`src/rtl/vga_sync_receiver.sv`:
```
// Recovers hc/vc timing from asynchronous active-low VGA syncs, counting only on pix_en cycles,
// and verifies line/frame lengths before declaring lock.
module vga_sync_receiver #(
  parameter int unsigned H_TOTAL     = 800,
  parameter int unsigned V_TOTAL     = 525,
  parameter int unsigned H_START     = 144,
  parameter int unsigned V_START     = 35,
  parameter int unsigned H_ACTIVE    = 640,
  parameter int unsigned V_ACTIVE    = 480,
  parameter int unsigned LOCK_FRAMES = 2
) (
  input  logic       clk,
  input  logic       rst,
  input  logic       pix_en,
  input  logic       hSync,
  input  logic       vSync,
  output logic [9:0] hc,
  output logic [9:0] vc,
  output logic [9:0] px_x,
  output logic [9:0] px_y,
  output logic       active,
  output logic       locked,
  output logic       frame_start,
  output logic       err
);

  typedef enum logic [1:0] {StSearch, StTrack, StLocked} state_e;

  localparam logic [9:0] HLast   = 10'(H_TOTAL - 1);
  localparam logic [9:0] VLast   = 10'(V_TOTAL - 1);
  localparam logic [9:0] HStart  = 10'(H_START);
  localparam logic [9:0] VStart  = 10'(V_START);
  localparam logic [9:0] HStop   = 10'(H_START + H_ACTIVE);
  localparam logic [9:0] VStop   = 10'(V_START + V_ACTIVE);
  localparam logic [9:0] MaxCnt  = 10'h3FF;
  localparam logic [2:0] LockCnt = 3'(LOCK_FRAMES);

  logic       h_meta_q, h_sync_q, v_meta_q, v_sync_q;
  logic       h_hist_q, v_hist_q;
  logic [9:0] hc_q, hc_d, vc_q, vc_d;
  logic [2:0] good_q, good_d;
  state_e     state_q, state_d;
  logic       locked_q, locked_d, err_q, err_d, fs_q, fs_d;
  logic       h_fall, v_fall, line_err, frame_err;

  assign h_fall = pix_en & ~h_sync_q & h_hist_q;
  assign v_fall = pix_en & ~v_sync_q & v_hist_q;

  // Synchronizers reset to the idle (high) sync level so release never fakes an edge.
  always_ff @(posedge clk or negedge rst) begin
    if (!rst) begin
      h_meta_q <= 1'b1;
      h_sync_q <= 1'b1;
      v_meta_q <= 1'b1;
      v_sync_q <= 1'b1;
      h_hist_q <= 1'b1;
      v_hist_q <= 1'b1;
      hc_q     <= '0;
      vc_q     <= '0;
      good_q   <= '0;
      state_q  <= StSearch;
      locked_q <= 1'b0;
      err_q    <= 1'b0;
      fs_q     <= 1'b0;
    end else begin
      h_meta_q <= hSync;
      h_sync_q <= h_meta_q;
      v_meta_q <= vSync;
      v_sync_q <= v_meta_q;
      if (pix_en) begin
        h_hist_q <= h_sync_q;
        v_hist_q <= v_sync_q;
      end
      hc_q     <= hc_d;
      vc_q     <= vc_d;
      good_q   <= good_d;
      state_q  <= state_d;
      locked_q <= locked_d;
      err_q    <= err_d;
      fs_q     <= fs_d;
    end
  end

  always_comb begin
    hc_d = hc_q;
    vc_d = vc_q;
    if (pix_en) begin
      if (h_fall) hc_d = '0;
      else if (hc_q != MaxCnt) hc_d = hc_q + 10'd1;
      if (v_fall) vc_d = '0;
      else if (h_fall && (vc_q != MaxCnt)) vc_d = vc_q + 10'd1;
    end
  end

  // Checks use the counts before this cycle's load.
  assign line_err  = pix_en & ((h_fall & (hc_q != HLast)) | (~h_fall & (hc_q == HLast)));
  assign frame_err = v_fall & (vc_q != VLast);

  always_comb begin
    state_d  = state_q;
    good_d   = good_q;
    locked_d = locked_q;
    err_d    = 1'b0;
    fs_d     = 1'b0;
    unique case (state_q)
      StSearch: begin
        if (v_fall) begin
          state_d = StTrack;
          good_d  = '0;
          fs_d    = 1'b1;
        end
      end
      StTrack, StLocked: begin
        if (line_err || frame_err) begin
          err_d    = 1'b1;
          locked_d = 1'b0;
          good_d   = '0;
          state_d  = StSearch;
        end else if (v_fall) begin
          fs_d = 1'b1;
          if (state_q == StTrack) begin
            good_d = good_q + 3'd1;
            if (good_d >= LockCnt) begin
              state_d  = StLocked;
              locked_d = 1'b1;
            end
          end
        end
      end
      default: state_d = StSearch;
    endcase
  end

  assign active = (hc_q >= HStart) && (hc_q < HStop) && (vc_q >= VStart) && (vc_q < VStop);
  assign px_x   = active ? hc_q - HStart : '0;
  assign px_y   = active ? vc_q - VStart : '0;

  assign hc          = hc_q;
  assign vc          = vc_q;
  assign locked      = locked_q;
  assign err         = err_q;
  assign frame_start = fs_q;

endmodule
```
`config.mk`:
```
export PLATFORM = sky130hd
export DESIGN_NAME = vga_sync_receiver
export DESIGN_NICKNAME = d
export VERILOG_FILES = /design/src/rtl/vga_sync_receiver.sv
export SDC_FILE = /design/constraint.sdc
export NUM_CORES = 1
export LEC_CHECK = 0
export ABC_CLOCK_PERIOD_IN_PS = 2800
export BUFFER_PORTS_ARGS = -buffer_cell sky130_fd_sc_hd__buf_4
export CAP_MARGIN = 15
export CORE_MARGIN = 8
export CORE_UTILIZATION = 56
export CTS_BUF_LIST = sky130_fd_sc_hd__clkbuf_2
export DETAILED_ROUTE_END_ITERATION = 8
export HOLD_SLACK_MARGIN = 0.08
export MAX_ROUTING_LAYER = met4
export PLACE_DENSITY = 0.89
export SETUP_SLACK_MARGIN = 0.02
export SLEW_MARGIN = 10
export SYNTH_ARGS = -nofsm -noshare
export SYNTH_HDL_FRONTEND = slang
export SYNTH_SLANG_ARGS = --single-unit
```
`constraint.sdc`:
```
create_clock -name clk -period 2.8 [get_ports clk]
set_input_delay 0.14 -clock clk [delete_from_list [all_inputs] [get_ports clk]]
set_output_delay 0.14 -clock clk [all_outputs]
set_load 0.02 [all_outputs]
```
==> metrics.md, run 1 <==
| Metric | Value |
|---|---|
| Clock net sink count | 34 |
| CP startpoint kind | flop |
| Total length of routed wires | 5329 microns |
| Sequential area share after synthesis | 0.3863 |
| Slew Limit Fails | 0 |
| Routed vias/inst | 5.664 |
| Root Driver | clkbuf_2 |
| Vias | 1954 |
| Core region area | 0.003914 sq mm |
| Die Area | 0.006239 sq mm |
| Hpwl dp | 3825 microns |
| Worst path top cell family by delay | simple AND/OR/NAND/NOR gates |
| H-tree levels | 2 |
| Filler Cell Count | 303 |
| Initial DRC Count | 88 |
| Minimum clock period | 2.713 ns |
| Netlist cell types | 54 |
| GRT Overall Usage | 0.1793 |
| Power Density | 501.8 mW/mm^2 |
| Post-synth EDFFs | 0 |
| Post-Syn Area | 0.002222 sq mm |
| Grt ovf | 0 |
| Yosys reg bits | 34 |
| RePlAce Congestion | 0.8389 |
| Proportion of layout cells with a drive suffix above 1 | 0.2983 |
| Layout Nets | 311 |
| Top FF cell, synth | dfrtp_1 |
| Net count after synthesis | 258 |
| Synth area leaders | dfrtp_1, dfstp_2, ha_1, nor2_1, xnor2_1 |
| Status | completed |
| HP Class | in2async |
| Share of the clock period used by the worst path after layout | 0.9688 |
| # diodes | 0 |
| Worst path cell trace | ha_2 -> or4_4 -> o32ai_4 -> o311ai_4 -> buf_4 -> nor3_2 -> buf_4 |
| Clk slew on worst S/H paths | 0.19 ns |
| Met2 wire len | 2765 microns |
| Cell with the most instances after synthesis | nor2_1 |
| Final number of hold-violating endpoints | 0 |
| Slowest cell on crit path | dfrtp_2 |
| CP most frequent cell | buf_4 |
| Critical Path Sink Type | output port |
| Top-area cell type share of the netlist area | 0.3153 |
| RSZ-0062 raised after global routing | true |
| Fmax | 368.6 MHz |
| Port bufs | 48 |
| Metal1 wirelength | 2217 microns |
| DR top layer | met4 |
| CP max FO | 8 |
| Worst skew pair latency | 0.39 ns |
| First-pass GRT wire length | 8873 microns |
| Core Util, Final | 0.7113 |
| Synth Instances | 241 |
| Max VDD drop | 0.0004093 V |
| CTS max path bufs | 2 |
| Worst path bufs/invs | 2 |
| Total power | 0.001397 W |
| Worst slew margin | 0.5304 |
| Clock skew | 0.02230 ns |
| Worst EP arrival | 2.57 ns |
| Ys async rst share | 1.000 |
| DRC | 0 |
| Most instantiated cells after synthesis | nor2_1, dfrtp_1, inv_1 |
| Total I/O pin count | 49 |
| Worst EP required | 2.66 ns |
| Die Wd | 78.99 microns |
| First-pass DRT Iterations | 4 |
| CTS tree | yes |
| Max_cap viols | 0 |
| CTS Buf Count | 5 |
| Syn Area/Cell | 9.220 sq um |
| Final setup TNS | 0 ns |
| ANT nets after route | 0 |
| Largest net degree at the start of global routing | 35 |
| Initial Util | 0.5678 |
| Number of synthesis warnings | 0 |
| CP peak stage delay | 0.48 ns |
| Crit Path Class | reg2out |
| Setup violators final | 0 |
| Leading area contributor after synthesis | dfrtp_1 |
| WL/cell | 15.45 microns |
| Wire length on met3 | 235 microns |
| Vias in the first global route | 1914 |
| LEAKAGE | 1.315 nW |
| Row cnt | 23 |
| Initial antenna violation count | 0 |
| Synth-to-layout area growth | 25.28% |
| Worst Max-Slew Pin Slew | 0.6866 ns |
| Die height | 78.99 microns |
==> cell type report <==
type                    count  area [sq um]  share of cell area
inverters                  17         63.81             0.02292
clock inverters             2         10.01            0.003596
clock buffers               6         30.03             0.01079
flip-flops and latches     34         859.6              0.3088
well taps                  50         62.56             0.02247
multi-input cells         176          1281              0.4602
repair buffers             60         476.7              0.1712
==> sequential cells by signal (all words and copies together) (netlist names) <==
signal / flops
h_sync_q: 1
h_meta_q: 1
frame_start: 1
err: 1
hc: 10
h_hist_q: 1
state_q: 2
v_hist_q: 1
vc: 10
locked: 1
good_q: 3
v_sync_q: 1
v_meta_q: 1
==> power by group <==
group | leakage (nW) | switching, W | internal (W) | total [W]
logic | 0.840 | 0.000297 | 0.000226 | 0.000523
clock network | 0.0327 | 0.000172 | 0.0000627 | 0.000234
registers | 0.442 | 0.0000813 | 0.000558 | 0.000639
total | 1.32 | 0.000550 | 0.000846 | 0.00140
==> layout by cell type (no fill, tap or decap), types with 4 or more instances in the layout <==
master and instances:
buf_4 54, clkbuf_2 6, o21ai_0 5, nor2_1 40, ha_1 11, dfstp_2 6
nand4_1 7, nand2_1 10, inv_1 17, dlygate4sd3_1 4, nand2b_1 6, xor2_1 9
xnor2_1 12, nor4_1 4, dfrtp_1 27, a21oi_1 8, nand3_1 5, mux2_2 4
==> cell families (layout without fill, tap and decap cells) <==
| logic type | Yosys count | count (layout) | share of synthesized area |
|---|---|---|---|
| and+or+nand+nor | 99 | 99 | 0.2444 |
| xor gates and xnor gates | 21 | 21 | 0.08277 |
| DFF | 34 | 34 | 0.3863 |
| muxes | 6 | 6 | 0.02928 |
| AOI/OAI and AO/OA | 38 | 38 | 0.1334 |
| buffers and inverters | 31 | 85 | 0.05630 |
| adders and majority gates | 12 | 12 | 0.06757 |
==> metrics by stage <==
step	setup WS (ns)	hold slack [ns]	instances	cell area, sq um
3_3_place_gp	0.3667	0.1155	330	2629
6_report	0.08728	0.2021	345	2784
4_1_cts	0.005428	0.2177	342	2720
3_5_place_dp	0.3277	0.1188	330	2629
2_1_floorplan	0.5049	-0.1556	241	2222
5_1_grt	-0.08077	0.2141	345	2784
==> worst paths after layout <==
kind,startpoint,endpoint,slack [ns],cells after the start
setup / recovery,vc[1],px_y[5],0.09,7
hold / removal,rst,frame_start,0.20,2
setup reg to reg,hc[4],good_q[2],0.63,6
hold reg to reg,h_meta_q,h_sync_q,0.37,0
max in group asynchronous,rst,v_sync_q,2.22,2
min in group clk,h_meta_q,h_sync_q,0.37,0
==> routing by layer <==
metal | up-vias | track usage
met1 | 952 | 0.2048
li1 | 947 | -
met5 | - | -
met4 | 0 | 0.06852
met2 | 44 | 0.3016
met3 | 11 | 0.03725
==> worst register-to-register path, stage by stage, from the launching register on <==
cell,delay [ns]
dfrtp_1,0.56
ha_1,0.26
nor4bb_1,0.28
nand4b_1,0.29
a21oi_1,0.25
o221ai_2,0.14
a211o_1,0.32
==> what timing repair did <==
item / in CTS / in global routing
cloned: 0 / 1
pin swaps: 0 / 1
setup endpoints to repair: 16 / 17
resized for setup: 2 / 7
hold endpoints to repair: 38 / 0
hold buffers: 4 / 0
setup buffers: 0 / 2
No activity file was read; power rests on OpenSTA's default activity.
==> run 2, diff against run 1 <==
BUFFER_PORTS_ARGS = -buffer_cell sky130_fd_sc_hd__buf_2   (was -buffer_cell sky130_fd_sc_hd__buf_4)
==> metrics.md, run 2 (synthesis results as in run 1) <==
| Metric | Value |
|---|---|
| Max VDD drop | 0.0004090 V |
| Slew Limit Fails | 0 |
| Hpwl dp | 3850 microns |
| Initial DRC Count | 196 |
| ANT nets after route | 0 |
| Proportion of layout cells with a drive suffix above 1 | 0.3189 |
| CTS max path bufs | 2 |
| Die Area | 0.006239 sq mm |
| Met2 wire len | 2674 microns |
| Clock power frac | 0.267 |
| Initial Util | 0.5678 |
| Total I/O pin count | 49 |
| Wire length on met3 | 224 microns |
| Final number of hold-violating endpoints | 0 |
| Power Density | 575.3 mW/mm^2 |
| Die height | 78.99 microns |
| Routed vias/inst | 5.749 |
| DR top layer | met4 |
| Max_cap viols | 0 |
| Vias | 2018 |
| Fmax | 373.6 MHz |
| Metal1 wirelength | 2390 microns |
| LEAKAGE | 1.357 nW |
| Port bufs | 48 |
| Worst Max-Slew Pin Slew | 0.7905 ns |
| Die Wd | 78.99 microns |
| CTS tree | yes |
| Core region area | 0.003914 sq mm |
| Vias in the first global route | 2030 |
| Post-route insts no fill | 351 |
| Worst skew pair latency | 0.38 ns |
| HP Class | in2reg |
| H-tree levels | 2 |
| Row cnt | 23 |
| # diodes | 0 |
| Status | completed |
| Sw power | 0.0005670 W |
| Largest net degree at the start of global routing | 35 |
| Final setup TNS | 0 ns |
| Gate power share | 0.338 |
| RePlAce Congestion | 0.8537 |
| Most common cell after layout, fill and taps aside | buf_2 |
| Clk slew on worst S/H paths | 0.19 ns |
| DRC | 0 |
| First-pass GRT wire length | 9404 microns |
| Clock skew | 0.004391 ns |
| WL/cell | 15.51 microns |
| Crit Path Class | reg2out |
| Layout Nets | 317 |
| Worst EP arrival | 2.54 ns |
| Setup violators final | 0 |
| CP max FO | 5 |
| Placed instance count | 335 |
| Share of the clock period used by the worst path after layout | 0.9559 |
| First-pass DRT Iterations | 4 |
| Root Driver | clkbuf_2 |
| Critical Path Sink Type | output port |
| CTS Buf Count | 5 |
| CP startpoint kind | flop |
| Most frequent cells in the layout | buf_2, nor2_1, dfrtp_1 |
| GRT Overall Usage | 0.1882 |
| Minimum clock period | 2.677 ns |
| Internal | 0.001014 W |
| RSZ-0062 raised after global routing | false |
| Clock net sink count | 34 |
| Worst EP required | 2.66 ns |
| Initial antenna violation count | 0 |
| Grt ovf | 0 |
| Part of the power in registers | 0.395 |
| Synth-to-layout area growth | 23.65% |
| Total length of routed wires | 5444 microns |
| Net Sw Frac | 0.3587 |
| Worst slew margin | 0.4594 |
-- run 2: cell types whose count changed in the layout (fill, tap and decap cells not counted) --
cell           previous run  this run
clkinv_2                  2         0
dfrtp_1                  27        26
bufinv_16                 0         2
buf_12                    1         0
buf_4                    54        16
dlygate4sd3_1             4         3
buf_2                     0        47
clkbuf_2                  6         5
buf_6                     1         0
dfrtp_2                   1         2
clkinv_4                  0         1
-- run 2: what timing repair did --
item	CTS	global route
hold buffers	3	0
buffers inserted	4	1
pin swaps	1	0
endpoints found under the setup margin	21	21
hold endpoints to repair	30	0
gates cloned	0	0
resized for setup	3	5
-- run 2: through the flow --
step	power (W)	instance area [sq um]	hold WS, ns	worst slack, ns	util
3_5_place_dp	0.001134	2546	0.2472	0.1973	0.6506
6_report	0.001581	2748	0.1318	0.1234	0.7020
5_1_grt	0.001687	2748	0.1051	0.02747	0.7020
4_1_cts	0.001567	2719	0.1195	0.03793	0.6947
3_3_place_gp	0.001114	2546	0.2454	0.1929	0.6506
2_1_floorplan	0.0009746	2222	-0.1556	0.5049	-
-- run 2: worst max-delay path: stages (launching register included) --
cell      delay, ns
dfrtp_2        0.48
ha_2           0.21
or4_4          0.47
o32ai_4        0.26
o311ai_4       0.18
buf_4          0.20
nor3_1         0.16
buf_2          0.18
-- run 2: cell type report --
| class | instances | area (sq um) |
|---|---|---|
| clock buffer | 5 | 25.02 |
| sequential | 34 | 860.8 |
| clock inverter | 3 | 68.82 |
| inverter | 17 | 63.81 |
| fill | 301 | 1166 |
| timing repair buffer | 66 | 385.4 |
| multi-input combinational | 176 | 1281 |
| tap | 50 | 62.56 |
-- run 2: path summary, 6_finish.rpt --
path	from	to	slack [ns]	depth (start not counted)
worst min-delay path	pix_en	h_hist_q	0.13	2
worst max register to register	hc[0]	good_q[2]	0.59	6
min in group asynchronous	rst	frame_start	0.33	2
worst min register to register	v_meta_q	v_sync_q	0.37	0
max in group asynchronous	rst	vc[0]	1.95	2
worst max-delay path	vc[1]	px_x[7]	0.12	7
-- run 2: routing by layer --
metal  global-route usage  vias to the layer above
met5                    -                        -
met4              0.09074                        0
met3              0.03612                       16
met2               0.2983                       70
met1               0.2250                      966
li1                     -                      966
-- run 2: power by group through the flow --
stage	Combinational, W	Sequential [W]	Clock, W
after global routing	0.000597	0.000636	0.000454
final	0.000535	0.000624	0.000422
after CTS	0.000518	0.000624	0.000425
after floorplan	0.000279	0.000696	0
after global placement	0.000480	0.000634	0
after detailed placement	0.000492	0.000642	0
==> run 3, diff against run 2 <==
GPL_TIMING_DRIVEN = 0   (was default)
==> metrics.md, run 3 (synthesis results as in run 1) <==
| Metric | Value |
|---|---|
| Status | completed |
| Total I/O pin count | 49 |
| Most frequent cells in the layout | buf_2, nor2_1, dfrtp_1 |
| Grt ovf | 0 |
| Final number of hold-violating endpoints | 0 |
| Power Density | 518.1 mW/mm^2 |
| Clk slew on worst S/H paths | 0.16 ns |
| Worst path top cell family by delay | simple AND/OR/NAND/NOR gates |
| Minimum clock period | 2.659 ns |
| Hold path cells | 2 |
| Worst R2R Setup Slack | 0.64 ns |
| Synth-to-layout area growth | 18.98% |
| Share of the clock period used by the worst path after layout | 0.9497 |
| Clock skew | 0.003720 ns |
| WHS Endpoint | v_hist_q |
| DRC | 0 |
| Slowest cell on crit path | or4_4 |
| R2r worst-path depth | 6 |
| Fmax | 376.1 MHz |
| Worst skew pair latency | 0.37 ns |
| Layout Nets | 319 |
| Max_cap viols | 0 |
| CP max FO | 10 |
| R2R Path Start | hc[0] |
| ANT nets after route | 0 |
| HP Start | pix_en |
| Reg2Reg Capture Point | state_q[1] |
| Placed instance count | 338 |
| CP peak stage delay | 0.57 ns |
| Die Wd | 78.99 microns |
| Initial antenna violation count | 0 |
| GRT Overall Usage | 0.1690 |
| Total power | 0.001370 W |
| Die height | 78.99 microns |
| Max VDD drop | 0.0004058 V |
| CTS Buf Count | 5 |
| HP Class | in2reg |
| Largest net degree at the start of global routing | 35 |
| Post-route insts no fill | 353 |
| Worst path cell trace | buf_2 -> or4_4 -> a21oi_1 -> o32ai_2 -> o311ai_2 -> buf_4 -> nor2_1 -> buf_2 |
| Hpwl dp | 3739 microns |
| Proportion of layout cells with a drive suffix above 1 | 0.2871 |
| Most common cell after layout, fill and taps aside | buf_2 |
| Routed vias/inst | 5.487 |
| First-pass DRT Iterations | 4 |
| Clock net sink count | 34 |
| H-tree levels | 2 |
| LEAKAGE | 1.310 nW |
| Setup violators final | 0 |
| Worst EP arrival | 2.52 ns |
| Vias in the first global route | 1866 |
| Initial Util | 0.5678 |
| RSZ-0062 raised after global routing | true |
| CTS max path bufs | 2 |
| Final setup TNS | 0 ns |
| RePlAce Congestion | 0.8385 |
| Worst Max-Slew Pin Slew | 0.7518 ns |
| Total length of routed wires | 5104 microns |
| CP Depth | 8 |
| # diodes | 0 |
| WL/cell | 14.46 microns |
| Vias | 1937 |
| Initial DRC Count | 141 |
| Core region area | 0.003914 sq mm |
| CP startpoint kind | flop |
| Worst path bufs/invs | 3 |
| Die Area | 0.006239 sq mm |
| Critical Path Sink Type | output port |
| Slew Limit Fails | 0 |
| CTS tree | yes |
| Crit Path Class | reg2out |
| Port bufs | 47 |
| CP most frequent cell | buf_2 |
| Root Driver | clkbuf_2 |
| Row cnt | 23 |
| Worst slew margin | 0.4988 |
| First-pass GRT wire length | 8411 microns |
| Worst EP required | 2.66 ns |
-- run 3: timing repair --
| item | in CTS | in global routing |
|---|---|---|
| setup buffers | 0 | 4 |
| pin swaps | 0 | 1 |
| gates resized for setup | 5 | 3 |
| endpoints found under the hold margin | 30 | 0 |
| setup endpoints to repair | 20 | 20 |
| hold buffers | 3 | 0 |
-- run 3: worst max path at each step --
stage,startpoint,end,slack (ns)
4_1_cts,vc[0],px_y[5],0.007
5_1_grt,vc[4],px_y[5],0.02
2_1_floorplan,vc[0],px_x[6],0.50
3_3_place_gp,vc[0],px_y[5],0.32
6_report,vc[3],px_y[3],0.14
3_5_place_dp,vc[0],px_y[5],0.32
-- run 3: area by class of cell --
| type | count | area, sq um |
|---|---|---|
| inverter | 17 | 63.81 |
| sequential | 34 | 860.8 |
| timing repair buffer | 54 | 297.8 |
| multi-input combinational | 176 | 1256 |
| clock inverter | 3 | 11.26 |
| buffer | 14 | 66.31 |
| clock buffer | 5 | 25.02 |
| fill | 321 | 1270 |
| tap | 50 | 62.56 |
-- run 3: through the flow --
stage / cell area, sq um / utilization / hold WS, ns / setup WS, ns
finish: 2644 / 0.6755 / 0.1544 / 0.1408
CTS: 2608 / 0.6662 / 0.1262 / 0.007065
detailed placement: 2520 / 0.6439 / 0.2469 / 0.3238
floorplan: 2222 / - / -0.1556 / 0.5049
global route: 2644 / 0.6755 / 0.1543 / 0.01656
global placement: 2520 / 0.6439 / 0.2454 / 0.3188
-- run 3: report_power, final --
part           total, W  switching [W]  internal (W)
Sequential     0.000633      0.0000735      0.000559
Clock          0.000212       0.000158     0.0000533
Combinational  0.000525       0.000311      0.000214
-- run 3: metal layers --
metal,part of all wire,GRT usage
met1,0.43,0.1846
met2,0.52,0.2942
met3,0.045,0.03499
met4,0.0071,0.06481
met5,0,-
-- run 3: worst register-to-register path, delay by kind of cell, from the launching register on --
kind,cells,cell delay [ns]
AOI/OAI and AO/OA,3,0.72
and+or+nand+nor,2,0.57
DFF,1,0.48
adders and majority gates,1,0.33
